**config.mk**
```make
export PLATFORM = sky130hd
export DESIGN_NAME = mac_ofm_packer
export DESIGN_NICKNAME = d
export VERILOG_FILES = /design/src/rtl/mac_pkg.sv /design/src/rtl/mac_ofm_fifo.sv /design/src/rtl/mac_ofm_packer.sv
export SDC_FILE = /design/constraint.sdc
export NUM_CORES = 1
export LEC_CHECK = 0
export ABC_AREA = 0
export CORE_UTILIZATION = 45
export CTS_CLUSTER_DIAMETER = 40
export CTS_CLUSTER_SIZE = 8
export DETAILED_ROUTE_END_ITERATION = 7
export MAX_ROUTING_LAYER = met4
export SYNTH_ARGS = -nofsm -noshare
export SYNTH_HDL_FRONTEND = slang
export SYNTH_SLANG_ARGS = --single-unit
```
**constraint.sdc**
```tcl
create_clock -name clk -period 15 [get_ports clk]
set_input_delay 1.5 -clock clk [delete_from_list [all_inputs] [get_ports clk]]
set_output_delay 1.5 -clock clk [all_outputs]
set_load 0.02 [all_outputs]
```
**src/rtl/mac_pkg.sv**
```systemverilog
// Shared MAC lane types: result word, monitor flags and packed output beat.
package mac_pkg;

   localparam int unsigned MAC_W_OFM      = 32;
   localparam int unsigned MAC_OFM_PACK_N = 4;
   localparam int unsigned MAC_FP_EXP_W   = 8;
   localparam int unsigned MAC_FP_MANT_W  = 23;

   typedef struct packed {
      logic [MAC_W_OFM-1:0] data;
      logic                 accum_end;
   } mac_lane_ofm_port;

   typedef struct packed {
      logic is_nan;
      logic is_inf;
   } mac_lane_monitor;

   typedef struct packed {
      logic [MAC_OFM_PACK_N*MAC_W_OFM-1:0] data;
      logic [MAC_OFM_PACK_N-1:0]           keep;
      logic                                last;
   } mac_ofm_pack_beat;

   // FP32 special-value classification, returns {is_nan, is_inf}
   function automatic logic [1:0] fp32_class(input logic [MAC_W_OFM-1:0] w);
      logic [MAC_FP_EXP_W-1:0]  exp_f;
      logic [MAC_FP_MANT_W-1:0] mant_f;
      exp_f  = w[MAC_FP_MANT_W +: MAC_FP_EXP_W];
      mant_f = w[MAC_FP_MANT_W-1:0];
      fp32_class = {(&exp_f) && (|mant_f), (&exp_f) && !(|mant_f)};
   endfunction

endpackage

```
**src/rtl/mac_ofm_fifo.sv**
```systemverilog
// Synchronous beat FIFO with registered head-of-queue read data and flags.
module mac_ofm_fifo #(
   parameter int unsigned WIDTH = 1,
   parameter int unsigned DEPTH = 4
) (
   input  logic             clk,
   input  logic             rst,
   input  logic             i_push,
   input  logic [WIDTH-1:0] i_wdata,
   input  logic             i_pop,
   output logic             o_full,
   output logic             o_empty,
   output logic [WIDTH-1:0] o_rdata
);

   localparam int unsigned AW = (DEPTH > 1) ? $clog2(DEPTH) : 1;
   localparam int unsigned CW = $clog2(DEPTH + 1);

   logic [WIDTH-1:0] mem [DEPTH];
   logic [AW-1:0]    wr_ptr;
   logic [AW-1:0]    rd_ptr;
   logic [AW-1:0]    rd_ptr_n;
   logic [CW-1:0]    count;
   logic [CW-1:0]    count_n;
   logic [CW-1:0]    survivors;
   logic             push_ok;
   logic             pop_ok;

   always_comb begin
      pop_ok    = i_pop & !o_empty;
      push_ok   = i_push & (!o_full | pop_ok);
      survivors = count - CW'(pop_ok);
      count_n   = survivors + CW'(push_ok);
      rd_ptr_n  = rd_ptr + AW'(pop_ok);
   end

   always_ff @(posedge clk) begin
      if (push_ok) mem[wr_ptr] <= i_wdata;
   end

   // Head register takes the incoming beat when nothing older survives the pop
   always_ff @(posedge clk or posedge rst) begin
      if (rst) begin
         wr_ptr  <= '0;
         rd_ptr  <= '0;
         count   <= '0;
         o_full  <= 1'b0;
         o_empty <= 1'b1;
         o_rdata <= '0;
      end else begin
         if (push_ok) wr_ptr <= wr_ptr + AW'(1);
         rd_ptr  <= rd_ptr_n;
         count   <= count_n;
         o_full  <= (count_n == CW'(DEPTH));
         o_empty <= (count_n == '0);
         if (count_n != '0) o_rdata <= (survivors == '0) ? i_wdata : mem[rd_ptr_n];
      end
   end

endmodule

```
**src/rtl/mac_ofm_packer.sv**
```systemverilog
// Packs final MAC lane results into PACK_N-word beats behind a small FIFO.
// Optional FP32 NaN/Inf sticky monitor enabled by MAC_OFM_MONITOR_EN.
module mac_ofm_packer
   import mac_pkg::*;
#(
   parameter int unsigned PACK_N     = MAC_OFM_PACK_N,
   parameter int unsigned FIFO_DEPTH = 4
) (
   input  logic                          clk,
   input  logic                          rst,
   input  logic                          i_ofm_valid,
   input  mac_lane_ofm_port              i_ofm,
   output logic                          o_ofm_ready,
   input  logic                          i_flush,
   output logic                          o_flush_ack,
   output logic                          o_pack_valid,
   output logic [PACK_N*MAC_W_OFM-1:0]   o_pack_data,
   output logic [PACK_N-1:0]             o_pack_keep,
   output logic                          o_pack_last,
   input  logic                          i_pack_ready
`ifdef MAC_OFM_MONITOR_EN
   ,
   input  logic                          i_fp_mode,
   input  logic                          i_monitor_clr,
   output mac_lane_monitor               o_monitor
`endif
);

   localparam int unsigned DATA_W = PACK_N * MAC_W_OFM;
   localparam int unsigned CNT_W  = $clog2(PACK_N + 1);
   localparam int unsigned IDX_W  = $clog2(PACK_N);
   localparam int unsigned BEAT_W = DATA_W + PACK_N + 1;

   typedef struct packed {
      logic [DATA_W-1:0] data;
      logic [PACK_N-1:0] keep;
      logic              last;
   } beat_t;

   logic [CNT_W-1:0]                  cnt;
   logic [CNT_W-1:0]                  cnt_after;
   logic [PACK_N-1:0][MAC_W_OFM-1:0]  pack_q;
   logic [PACK_N-1:0][MAC_W_OFM-1:0]  pack_after;
   logic                              fifo_full;
   logic                              fifo_empty;
   logic                              fin;
   logic                              push;
   beat_t                             wr_beat;
   beat_t                             rd_beat;
   logic [BEAT_W-1:0]                 rd_raw;

   assign o_ofm_ready = !fifo_full;
   assign o_flush_ack = i_flush & !fifo_full;
   assign fin         = i_ofm_valid & o_ofm_ready & i_ofm.accum_end;

   // Fold the accepted word in first, then decide whether a beat closes
   always_comb begin
      pack_after = pack_q;
      cnt_after  = cnt;
      if (fin) begin
         pack_after[cnt[IDX_W-1:0]] = i_ofm.data;
         cnt_after                  = cnt + CNT_W'(1);
      end
      push         = (cnt_after == CNT_W'(PACK_N)) | (o_flush_ack & (cnt_after != '0));
      wr_beat.data = pack_after;
      wr_beat.last = o_flush_ack;
      for (int unsigned k = 0; k < PACK_N; k++) begin
         wr_beat.keep[k] = (CNT_W'(k) < cnt_after);
      end
   end

   // Slots are cleared on emit so a partial beat carries zeros in unused words
   always_ff @(posedge clk or posedge rst) begin
      if (rst) begin
         cnt    <= '0;
         pack_q <= '0;
      end else if (push) begin
         cnt    <= '0;
         pack_q <= '0;
      end else begin
         cnt    <= cnt_after;
         pack_q <= pack_after;
      end
   end

   mac_ofm_fifo #(
      .WIDTH (BEAT_W),
      .DEPTH (FIFO_DEPTH)
   ) u_fifo (
      .clk     (clk),
      .rst     (rst),
      .i_push  (push),
      .i_wdata (wr_beat),
      .i_pop   (i_pack_ready),
      .o_full  (fifo_full),
      .o_empty (fifo_empty),
      .o_rdata (rd_raw)
   );

   assign rd_beat      = rd_raw;
   assign o_pack_valid = !fifo_empty;
   assign o_pack_data  = rd_beat.data;
   assign o_pack_keep  = rd_beat.keep;
   assign o_pack_last  = rd_beat.last;

`ifdef MAC_OFM_MONITOR_EN
   logic [1:0] cls;
   logic       set_nan;
   logic       set_inf;

   always_comb begin
      cls     = fp32_class(i_ofm.data);
      set_nan = fin & i_fp_mode & cls[1];
      set_inf = fin & i_fp_mode & cls[0];
   end

   // Sticky flags; a set in the same cycle as a clear wins
   always_ff @(posedge clk or posedge rst) begin
      if (rst) begin
         o_monitor <= '0;
      end else begin
         o_monitor.is_nan <= (o_monitor.is_nan & !i_monitor_clr) | set_nan;
         o_monitor.is_inf <= (o_monitor.is_inf & !i_monitor_clr) | set_inf;
      end
   end
`endif

endmodule
```
==> impl_metrics.yaml <==
job:
  cap_violations: 0
logic_synthesis:
  synthTopCellsByCount: "532 x edfxtp_1, 272 x dfrtp_1, 263 x nor2_1"
  syn_avg_cell_area_um2: 15.51
  ys_seq_area_share_pct: 71.97
  synthArstFlopShare_pct: 33.91
  syn-instance-count: 2043
  synth_top_area_share_pct: 50.41
  synth_edf_count: 532
  synth.most_common_cell: "edfxtp_1"
  synth.area.top_cells: "edfxtp_1 50%, dfrtp_1 21%, mux4_2 9.5%"
  synth-seq-cells: 805
  synth_cell_type_count: 43
  syn_area_um2: 31690
  yosysWarnings: 0
  yosys.area.top_type: "edfxtp_1"
  ys.flop_type: "edfxtp_1"
  syn-num-nets: 2094
clock_network:
  cts_max_level: 3
  ctsHoldBuffers: 0
  clkTransAtPathRegs_ns: 0.05
  clk_path_buf_depth: 3
  cts-root-buf: "clkbuf_16"
  cts_setup_buffers: 0
  cts_tree: "built"
  cts_buffers: 119
  cts_sinks: 805
  clock_latency_ns: 0.66
  cts_resized: 0
floorplanning:
  row_count: 96
  die-area_um2: 71490
  core_um2: 69190
  die_w_um: 267.4
  start_util_pct: 45.81
  die_y_um: 267.4
  ios: 174
global_route:
  grt_usage_pct: 22.97
  grt_pass1_vias: 18901
  grt_pass1_wl_um: 117300
  antenna_found_initial: 4
  grt_max_degree: 161
  grt.overflow.total: 0
critical_path:
  crit_type: "input pin to flip-flop"
  reg2reg_to: "u_fifo.o_rdata[16]"
  crit_required_ns: 15.57
  cp_max_fo: 77
  end_kind: "flip-flop"
  rrSetupSlack_ns: 9.51
  arrival_ns: 6.44
  reg2reg_from: "cnt[0]"
  ff2ff_path_depth: 14
  critPathLaunchType: "input pin"
power:
  clockPowerShare_pct: 28.3
  switching_share_pct: 34.08
  leakagePower_uw: 0.01435
  p_seq_share_pct: 35.9
  p_switching_uw: 3018
  comb_power_share_pct: 35.8
  peakVddDrop_mv: 0.2056
  power.density_nw_per_um2: 233.2
  power.internal_uw: 5836
sta:
  fmax_ghz: 0.1704
  worst_pin_slew_ns: 1.099
  drv_slew: 0
  slew_headroom_pct: 26.75
  fin_setup_tns_ns: 0
  final-setup-viol-count: 0
  skew_ns: 0.02233
  finalCritPeriodShare_pct: 39.11
  rsz0062_at_grt: "false"
  fin_crit_ns: 5.867
  hold_viol_final: 0
outcome:
  status: "finished, final reports clean"
routing:
  drc: 0
  routed_wl_um: 77750
  drtIter0Drc: 1445
  vias: 17954
  dr.pass1.iters: 5
  vias_per_cell: 5.469
  detail-route-antenna-nets: 0
  wl_per_cell_um: 23.68
placed_design:
  postPlaceCellArea_um2: 34360
  gp_congestion: 0.7624
  dp.cells: 3058
  portBuffers: 173
  post-dp-hpwl_um: 39930
hold_path:
  hp-class: "flip-flop to flip-flop"
  min_path_cells: 2
  worstHoldEndpoint: "u_fifo.o_rdata[86]"
  worstHoldStart: "u_fifo.o_rdata[86]"
layout:
  fin_cells: 3283
  nets: 2299
  drive_gt1_share_pct: 19.11
  area_growth_pct: 19.81
  fin_area_um2: 37970
per-layer routing:
layer	GRT usage (%)	vias to the layer above	share of wire, %
met5	-	-	0
met4	6.850	0	2.0
met3	3.862	111	6.0
met2	36.06	561	49
met1	30.93	9445	43
li1	-	7837	-
cell type report:
type / instances / area (um^2)
fill: 5614 / 31210
sequential: 805 / 22810
multi-input combinational: 979 / 7875
clock buffer: 205 / 3433
timing repair buffer: 201 / 1967
tap: 931 / 1165
inverter: 142 / 545.5
clock inverter: 17 / 170.2
antenna: 3 / 7.507
per-stage QoR:
| step | power (uW) | setup slack [ns] | hold WS (ns) | utilization (%) |
|---|---|---|---|---|
| final | 8854 | 9.133 | 0.5225 | 54.88 |
| after global routing | 9331 | 8.835 | 0.5564 | 54.87 |
| after CTS | 8951 | 9.207 | 0.5301 | 54.87 |
| after detailed placement | 6425 | 8.550 | 0.5206 | 49.66 |
| after global placement | 6368 | 8.682 | 0.4868 | 49.66 |
| after floorplan | 5322 | 5.925 | 0.4722 | - |
power by group through the flow:
| stage | clock network (uW) | registers, uW | logic [uW] |
|---|---|---|---|
| final | 2500 | 3180 | 3170 |
| after detailed placement | 0 | 3220 | 3210 |
| after global routing | 2640 | 3220 | 3470 |
| after global placement | 0 | 3210 | 3160 |
| after CTS | 2540 | 3190 | 3220 |
| after floorplan | 0 | 3380 | 1940 |
sequential cells by signal, summed over array words and instances, names as in the netlist:
name and flops:
u_fifo.mem 532, u_fifo.o_rdata 133, pack_q 128, cnt 3
u_fifo.count 3, u_fifo.rd_ptr 2, u_fifo.wr_ptr 2, u_fifo.o_empty 1
u_fifo.o_full 1
critical path, cell delays in order:
cell	delay (ns)
clkdlybuf4s50_1	0.60
and3b_1	0.36
o32a_1	0.26
o22a_1	0.49
inv_1	0.13
ha_1	0.23
ha_1	0.21
xor3_1	0.23
or3_4	0.57
clkinv_4	0.59
buf_4	0.78
a21oi_1	0.08
a21oi_1	0.21
placed cells by master (no fill, tap or decap), drive strengths merged, types with 11 or more instances in the layout:
cell type / count
edfxtp: 532
inv: 145
clkinv: 11
nand2: 131
ha: 13
nor2: 264
clkdlybuf4s50: 173
mux2: 130
clkbuf: 205
mux4: 133
buf: 28
dfrtp: 272
a21oi: 262
logic make-up (layout without fill, tap and decap cells):
| group | Yosys count | count (layout) | share of synthesized area, % |
|---|---|---|---|
| other | 0 | 3 | 0 |
| AND/OR/NAND/NOR | 421 | 421 | 5.251 |
| AO/OA/AOI/OAI | 274 | 274 | 4.437 |
| adder cells (fa/ha/maj) | 13 | 13 | 0.5132 |
| XOR/XNOR | 7 | 7 | 0.2408 |
| multiplexers | 264 | 264 | 14.10 |
| buffers and inverters | 259 | 565 | 3.490 |
| flip-flops | 805 | 805 | 71.97 |
worst max path at each step:
| stage | startpoint | to | slack (ns) | depth (start not counted) |
|---|---|---|---|---|
| global placement | i_ofm[0] | u_fifo.o_rdata[42] | 8.68 | 13 |
| detailed placement | i_ofm_valid | u_fifo.o_rdata[22] | 8.55 | 13 |
| CTS | i_ofm_valid | u_fifo.o_rdata[16] | 9.21 | 13 |
| finish | i_ofm_valid | u_fifo.o_rdata[16] | 9.13 | 13 |
| global route | i_ofm_valid | u_fifo.o_rdata[112] | 8.84 | 13 |
| floorplan | i_ofm[0] | u_fifo.mem[0][0] | 5.93 | 5 |
No activity file was read; power rests on OpenSTA's default activity.
